$ cat config.mk
export PLATFORM = sky130hd
export DESIGN_NAME = sipo_rx_param
export DESIGN_NICKNAME = d
export VERILOG_FILES = /design/src/rtl/sipo_rx_param_pkg.sv /design/src/rtl/sipo_rx_param_bit_timer.sv /design/src/rtl/sipo_rx_param.sv
export SDC_FILE = /design/constraint.sdc
export NUM_CORES = 1
export LEC_CHECK = 0
export ABC_AREA = 1
export CORE_MARGIN = 2
export CORE_UTILIZATION = 55
export CTS_BUF_LIST = sky130_fd_sc_hd__clkbuf_4 sky130_fd_sc_hd__clkbuf_8 sky130_fd_sc_hd__clkbuf_16
export CTS_CLUSTER_SIZE = 16
export DETAILED_ROUTE_END_ITERATION = 10
export PLACE_DENSITY = 0.76
export REMOVE_ABC_BUFFERS = 1
export SLEW_MARGIN = 10
export SYNTH_ARGS = -nofsm -noshare
export SYNTH_HDL_FRONTEND = slang
export SYNTH_SLANG_ARGS = --single-unit
export TNS_END_PERCENT = 5
$ cat constraint.sdc
create_clock -name clk -period 1.8 [get_ports clk]
set_input_delay 0.18 -clock clk [delete_from_list [all_inputs] [get_ports clk]]
set_output_delay 0.18 -clock clk [all_outputs]
set_load 0.03 [all_outputs]
$ cat src/rtl/sipo_rx_param_pkg.sv
// Shared types and counter-width helpers for the parametrised SIPO receiver.
package sipo_pkg;

  typedef enum logic [1:0] {
    IDLE  = 2'd0,
    ALIGN = 2'd1,
    SHIFT = 2'd2
  } state_t;

  function automatic int cyc_cnt_w(input int cycles_per_bit);
    return (cycles_per_bit < 2) ? 1 : $clog2(cycles_per_bit);
  endfunction

  function automatic int bit_cnt_w(input int data_w);
    return (data_w < 1) ? 1 : $clog2(data_w + 1);
  endfunction

endpackage

$ cat src/rtl/sipo_rx_param_bit_timer.sv
// Bit-period timer: counts down to a one-cycle sample strobe, then reloads a full period.
module sipo_bit_timer
  import sipo_pkg::*;
#(
  parameter int CYCLES_PER_BIT = 10
) (
  input  logic clk,
  input  logic reset_n,
  input  logic i_load_half,
  input  logic i_run,
  output logic o_strobe
);

  localparam int CW = cyc_cnt_w(CYCLES_PER_BIT);
  localparam logic [CW-1:0] HALF_M1   = CW'(CYCLES_PER_BIT / 2 - 1);
  localparam logic [CW-1:0] PERIOD_M1 = CW'(CYCLES_PER_BIT - 1);

  logic [CW-1:0] r_cnt;

  assign o_strobe = i_run && (r_cnt == '0);

  // Loading HALF-1 on the start edge puts the first strobe HALF edges later.
  always_ff @(posedge clk) begin
    if (!reset_n) begin
      r_cnt <= '0;
    end else if (i_load_half) begin
      r_cnt <= HALF_M1;
    end else if (o_strobe) begin
      r_cnt <= PERIOD_M1;
    end else if (i_run) begin
      r_cnt <= r_cnt - CW'(1);
    end else begin
      r_cnt <= r_cnt;
    end
  end

endmodule

$ cat src/rtl/sipo_rx_param.sv
// Parametrised serial-in/parallel-out receiver with mid-bit sampling,
// a one-word valid/ready output buffer and a sticky overrun flag.
module sipo_rx_param
  import sipo_pkg::*;
#(
  parameter int DATA_W         = 7,
  parameter int CYCLES_PER_BIT = 10,
  parameter int LSB_FIRST      = 1
) (
  input  logic              clk,
  input  logic              reset_n,
  input  logic              i_data_in,
  input  logic              i_start,
  input  logic              i_ready,
  output logic [DATA_W-1:0] o_data_out,
  output logic              o_valid,
  output logic              o_busy,
  output logic              o_overrun
);

  localparam int BW = bit_cnt_w(DATA_W);

  if (DATA_W < 1) begin : g_bad_data_w
    $error("sipo_rx_param: DATA_W must be >= 1");
  end
  if (CYCLES_PER_BIT < 2) begin : g_bad_cpb
    $error("sipo_rx_param: CYCLES_PER_BIT must be >= 2");
  end
  if ((LSB_FIRST != 0) && (LSB_FIRST != 1)) begin : g_bad_order
    $error("sipo_rx_param: LSB_FIRST must be 0 or 1");
  end

  state_t            r_state;
  state_t            w_state_nxt;
  logic [BW-1:0]     r_bit_cnt;
  logic [DATA_W-1:0] r_shift;
  logic [DATA_W-1:0] w_shift_nxt;
  logic [DATA_W-1:0] r_word;
  logic [DATA_W-1:0] r_data;
  logic              r_done;
  logic              r_valid;
  logic              r_overrun;
  logic              r_busy;
  logic              w_strobe;
  logic              w_load_half;
  logic              w_run;
  logic              w_last;

  assign w_run       = (r_state != IDLE);
  assign w_load_half = (r_state == IDLE) && i_start;
  assign w_last      = w_strobe && (r_bit_cnt == BW'(DATA_W - 1));

  sipo_bit_timer #(
    .CYCLES_PER_BIT(CYCLES_PER_BIT)
  ) u_timer (
    .clk        (clk),
    .reset_n    (reset_n),
    .i_load_half(w_load_half),
    .i_run      (w_run),
    .o_strobe   (w_strobe)
  );

  // Next-state logic; the first sample is taken on the strobe that ends ALIGN.
  always_comb begin
    w_state_nxt = r_state;
    case (r_state)
      IDLE: begin
        if (i_start) w_state_nxt = ALIGN;
        else         w_state_nxt = IDLE;
      end
      ALIGN: begin
        if (w_last)        w_state_nxt = IDLE;
        else if (w_strobe) w_state_nxt = SHIFT;
        else               w_state_nxt = ALIGN;
      end
      SHIFT: begin
        if (w_last) w_state_nxt = IDLE;
        else        w_state_nxt = SHIFT;
      end
      default: w_state_nxt = IDLE;
    endcase
  end

  // Place the current sample directly at its final bit position.
  always_comb begin
    w_shift_nxt = r_shift;
    for (int i = 0; i < DATA_W; i++) begin
      if (w_strobe && (int'(r_bit_cnt) == ((LSB_FIRST != 0) ? i : (DATA_W - 1 - i)))) begin
        w_shift_nxt[i] = i_data_in;
      end else begin
        w_shift_nxt[i] = r_shift[i];
      end
    end
  end

  // Frame state, bit counter, shift register and completion pulse.
  always_ff @(posedge clk) begin
    if (!reset_n) begin
      r_state   <= IDLE;
      r_busy    <= 1'b0;
      r_bit_cnt <= '0;
      r_shift   <= '0;
      r_done    <= 1'b0;
      r_word    <= '0;
    end else begin
      r_state <= w_state_nxt;
      r_busy  <= (w_state_nxt != IDLE);
      if (w_load_half) begin
        r_bit_cnt <= '0;
      end else if (w_strobe && (r_bit_cnt != BW'(DATA_W))) begin
        r_bit_cnt <= r_bit_cnt + BW'(1);
      end else begin
        r_bit_cnt <= r_bit_cnt;
      end
      r_shift <= w_shift_nxt;
      r_done  <= w_last;
      if (w_last) r_word <= w_shift_nxt;
      else        r_word <= r_word;
    end
  end

  // Output buffer: a completed word loads unless an unconsumed word is stuck.
  always_ff @(posedge clk) begin
    if (!reset_n) begin
      r_data    <= '0;
      r_valid   <= 1'b0;
      r_overrun <= 1'b0;
    end else if (r_done) begin
      if (!r_valid || i_ready) begin
        r_data  <= r_word;
        r_valid <= 1'b1;
      end else begin
        r_overrun <= 1'b1;
      end
    end else if (r_valid && i_ready) begin
      r_valid <= 1'b0;
    end else begin
      r_valid <= r_valid;
    end
  end

  assign o_data_out = r_data;
  assign o_valid    = r_valid;
  assign o_busy     = r_busy;
  assign o_overrun  = r_overrun;

endmodule

### Yosys cells after proc, flatten, opt, wreduce, memory -nomap -nowiden

Cells that the tools add are included.

| word-level totals | value |
|---|---|
| register bits after elaboration | 34 |
| bits in latches | 0 |
| bits in writable memories | 0 |
| ROM bits | 0 |
| input bits | 5 |
| output and inout port bits | 10 |
| logic and storage cells | 72 |
| memories kept | 0 |

| operators by class | value |
|---|---|
| add/subtract/negate cells | 2 |
| multipliers | 0 |
| div/mod/pow operators | 0 |
| $lt $le $gt $ge | 0 |
| equal/unequal tests | 11 |
| shifts and indexed selects | 0 |
| muxes and demuxes | 18 |
| bitwise logic cells | 2 |
| reductions and logical operators | 27 |

Operators with widths:

| operator | number |
|---|---|
| 3-bit == test, second input constant | 5 |
| 1-bit logical AND | 12 |
| 1-bit 2-to-1 mux | 11 |
| 4-bit 2-to-1 mux | 2 |
| 2-bit nonzero test | 4 |
| 3-bit by 2-bit == test with 1-bit output, second input constant | 2 |
| 2-bit 2-to-1 mux | 3 |
| 2-bit case mux with 3 select lines | 1 |
| 2-bit AND reduction | 3 |
| 4-bit logical NOT | 1 |
| 4-bit by 1-bit subtractor with 4-bit output, second input constant | 1 |
| 3-bit by 1-bit adder with 3-bit output, second input constant | 1 |
| 3-bit logical NOT | 1 |
| 3-bit 2-to-1 mux | 1 |
| 3-bit inequality test, second input constant | 1 |
| 3-bit nonzero test | 1 |
| 3-bit OR reduction | 1 |
| 2-bit by 1-bit == test with 1-bit output, second input constant | 1 |
| 2-bit == test, second input constant | 1 |
| 2-bit logical NOT | 1 |
| 2-bit by 1-bit inequality test with 1-bit output, second input constant | 1 |
| 1-bit NOT | 2 |
| 2-bit OR reduction | 1 |
| 1-bit logical NOT | 1 |
| 1-bit logical OR | 1 |

### Longest topological paths before layout

| depth | value |
|---|---|
| depth after elaboration | 6 |
| depth in mapped cells | 9 |

### By module

A second synthesis with hierarchy kept.

| unflattened totals | value |
|---|---|
| cell total of the unflattened synthesis | 192 |
| area total of the unflattened synthesis | 1440.1 um^2 |

By module, submodules not included:

| module | times used | cells each | area an instance (um^2) |
|---|---|---|---|
| sipo_rx_param | 1 | 159 | 1213.7 |
| sipo_bit_timer | 1 | 33 | 226.5 |

### Worst setup path after synthesis

No wires, ideal clock.

| path | value |
|---|---|
| kind | register -> register |
| start point | reg u_timer.r_cnt[0] |
| end point | reg r_bit_cnt[2] |
| data arrival time | 1218 ps |
| setup slack | 469 ps |
| stages on the path, launching flop included | 10 |
| path buffers | 0 |
| clock period less this slack | 1331 ps |
| path through | dfxtp_1 > inv_1 > ha_1 > nand2_2 > nor2_8 > nand2_1 > nor2_1 > nand2_1 > nand2_1 > nor2_1 |

| on the way | value |
|---|---|
| cells in the longest elaborated chain, start to end | 3 |

Ends and longest elaborated chain:

| element | RTL line | source |
|---|---|---|
| start, declared | sipo_rx_param_bit_timer.sv:18 | `logic [CW-1:0] r_cnt;` |
| start signal, assigned | sipo_rx_param_bit_timer.sv:31 | `r_cnt <= r_cnt - CW'(1);` |
| start signal, assigned | sipo_rx_param_bit_timer.sv:33 | `r_cnt <= r_cnt;` |
| 4-bit logical NOT | sipo_rx_param_bit_timer.sv:20 | `assign o_strobe = i_run && (r_cnt == '0);` |
| 1-bit logical AND | sipo_rx_param_bit_timer.sv:20 |  |
| 1-bit logical AND | sipo_rx_param.sv:110 | `end else if (w_strobe && (r_bit_cnt != BW'(DATA_W))) begin` |
| end signal, assigned | sipo_rx_param.sv:111 | `r_bit_cnt <= r_bit_cnt + BW'(1);` |
| end signal, assigned | sipo_rx_param.sv:113 | `r_bit_cnt <= r_bit_cnt;` |
| end, declared | sipo_rx_param.sv:35 | `logic [BW-1:0] r_bit_cnt;` |

No other way between the ends.
A chain may end at the register's enable or synchronous reset.

### Worst setup path in the final report

| path | value |
|---|---|
| start point | reg r_data[5], in the netlist o_data_out[5] |
| end point | out o_data_out[5] |

RTL lines:

| element | RTL line | source |
|---|---|---|
| start, declared | sipo_rx_param.sv:39 | `logic [DATA_W-1:0] r_data;` |
| start signal, assigned | sipo_rx_param.sv:130 | `r_data <= r_word;` |
| end, declared | sipo_rx_param.sv:15 | `output logic [DATA_W-1:0] o_data_out,` |

No word-level cell between the ends.

==> flow_summary.ini <==
[yosys]
avgSynthCellArea_um2 = 7.30
synthMuxAreaShare = 0
syn_inst = 206
ys_seq_area_frac = 0.439
synth_compound_area_frac = 0.0599
ys_types = 21
synthTopCellsByArea = dfxtp_1 (44%), nand2_1 (10%), nor2_1 (9.2%), nand3_1 (8.3%), inv_1 (7.0%)
ys.warnings.count = 0
yosys.area.top_type = dfxtp_1
yosysTopAreaCellShare = 0.439
syn_area_um2 = 1500
synth_top_family_by_area = simple AND/OR/NAND/NOR gates
yosys.area_share.simple = 0.354
synth_fa_ha_area_frac = 0.0582
ys_seq_elements = 33
synth-xor-area-share = 0

[clock_network]
root_buffer = clkbuf_4
insertion_delay_ns = 0.33
clkTransAtPathRegs_ns = 0.10
cts_made_buffers = 5
cts_hold_buf = 0
htreeDepth = 2
postCtsSetupBuffers = 0
cts_buffer_depth = 2
cts_tree = built
cts_resized = 0
cts.sinks = 33

[detailed_routing]
drtAntennaViolNets = 0
drtIter0Drc = 47
drc_errors = 0
wl_per_cell_um = 10.9
vias = 1319
first_pass_iters = 4
viasPerCell = 5.15
wl_mm = 2.79

[layout]
final_net_count = 237
syn2layout_area_growth_pct = 15.1
drive_gt1_frac = 0.0752
diodes = 0
final_cell_area_um2 = 1730
final_common_cell = nand2_1
layout_common_cells = nand2_1 (41), nor2_1 (37), dfxtp_1 (33)

[setup_path]
crit_type = flip-flop to primary output
cp.depth = 1
crit_fanout = 2
r2r_end = r_word[1]
r2r_slack_ns = 0.27
cp_slowest_cell = clkdlybuf4s50_1
critPathTopFamily = buffers and inverters
critPathLaunch = o_data_out[5]
reg2reg_depth = 8
r2r_start = u_timer.r_cnt[0]
worstPathArrival_ns = 1.36
setup.worst_path.end = o_data_out[5]
cp.required_ns = 1.62
crit_chain = clkdlybuf4s50_1
start_kind = flip-flop
path_buf_inv = 1
cp-end-kind = primary output
max_stage_delay_ns = 0.67

[floorplanning]
die_h_um = 56.3
placementRows = 18
io_pins = 15
floorplan.die_area_um2 = 3170
die_w_um = 56.3
core_area_um2 = 2540
initial_core_util = 0.591

[power_and_ir_drop]
switchingPower_w = 0.000549
p_per_area_nw_per_um2 = 925
power.total_w = 0.00160
clkPwrFrac = 0.247
switching_share = 0.343
ir_worst_vdd_uv = 936
p_seq_frac = 0.510
comb_power_share = 0.243
p_int_w = 0.00105
p_leak_nw = 0.802

[place]
place_congestion = 0.835
placed_area_um2 = 1680
port_buffers = 14
dp_hpwl_mm = 2.19

[sta]
finalHoldViolations = 0
fmax_ghz = 0.651
max_slew_margin = 0.648
setup_tns_ns = 0
drv_slew = 0
setup_viol = 0
period_needed_ns = 1.54
rsz0062_at_grt = no
worstMarginPinSlew_ns = 0.526
fin_worst_skew_ns = 0.00463
finalCritPeriodShare = 0.853

[global_routing]
grt_pass1_vias = 1159
grt_max_degree = 19
grt_first_pass_wirelength_mm = 4.93
antenna_found_initial = 0
overflow = 0
grt_usage = 0.197

[job]
drv_cap = 0

[outcome]
outcome = complete, no violations

[hold_path]
hold_path.class = flip-flop to flip-flop
worst reg2reg max path, stage by stage (launching register included):
cell,delay [ns]
dfxtp_1,0.34
inv_1,0.08
ha_1,0.23
nand2_2,0.12
nor2_8,0.17
nand3_4,0.17
nor2_8,0.19
nand3_1,0.11
nand2_1,0.07
cell type report:
cell class | instances | area [µm²]
fillers | 232 | 815
multi-input cells | 139 | 709
repair buffers | 16 | 155
inverters | 30 | 113
clock buffers | 5 | 37.5
well taps | 30 | 37.5
flip-flops and latches | 33 | 661
clock inverters | 3 | 17.5
cell usage after synthesis:
| library cell | n |
|---|---|
| clkinv_1 | 1 |
| buf_4 | 1 |
| nor2_8 | 2 |
| ha_1 | 7 |
| inv_1 | 28 |
| nand3_1 | 25 |
| nand4_1 | 2 |
| nor2_4 | 1 |
| nand2_2 | 2 |
| dfxtp_1 | 33 |
| nand3_4 | 1 |
| clkbuf_1 | 1 |
| nor2_1 | 37 |
| o31ai_1 | 1 |
| nor3_1 | 4 |
| a21oi_1 | 3 |
| o21a_1 | 1 |
| buf_2 | 2 |
| inv_2 | 1 |
| o21ai_0 | 12 |
| nand2_1 | 41 |
metal layers:
metal | up-vias | GRT usage | part of all wire
li1 | 686 | - | -
met1 | 594 | 0.240 | 0.46
met2 | 31 | 0.323 | 0.47
met3 | 8 | 0.0553 | 0.047
met4 | 0 | 0.0850 | 0.024
met5 | - | 0 | 0
worst min path at each step:
stage / start / end / depth (start not counted)
4_1_cts: i_data_in / r_word[6] / 3
6_report: o_overrun / o_overrun / 1
2_1_floorplan: i_data_in / r_word[6] / 2
3_5_place_dp: o_overrun / o_overrun / 1
3_3_place_gp: o_overrun / o_overrun / 1
5_1_grt: r_word[3] / r_word[3] / 2
power by group through the flow:
stage / registers, W / logic, W / clock network, W
floorplan: 0.000836 / 0.000280 / 0
CTS: 0.000817 / 0.000386 / 0.000412
global placement: 0.000831 / 0.000375 / 0
detailed placement: 0.000834 / 0.000385 / 0
finish: 0.000817 / 0.000389 / 0.000396
global route: 0.000825 / 0.000442 / 0.000433
cell families (layout without fill, tap and decap cells):
| group | count (synthesis) | count (layout) |
|---|---|---|
| AOI/OAI and AO/OA | 17 | 17 |
| buffers and inverters | 34 | 54 |
| and+or+nand+nor | 115 | 115 |
| adders and majority gates | 7 | 7 |
| DFF | 33 | 33 |
metrics by stage:
step,hold slack [ns],setup slack [ns],std cells,util
finish,0.473,0.264,256,0.680
global route,0.502,0.109,256,0.680
CTS,0.473,0.244,256,0.680
detailed placement,0.453,0.302,248,0.658
global placement,0.449,0.323,248,0.658
floorplan,0.277,0.460,202,-
registers in the layout, indices dropped and copies added (netlist names):
| register | flops |
|---|---|
| o_valid | 1 |
| r_bit_cnt | 3 |
| r_word | 7 |
| r_done | 1 |
| o_overrun | 1 |
| r_state | 2 |
| r_shift | 6 |
| o_busy | 1 |
| o_data_out | 7 |
| u_timer.r_cnt | 4 |
No activity file was read; power rests on OpenSTA's default activity.
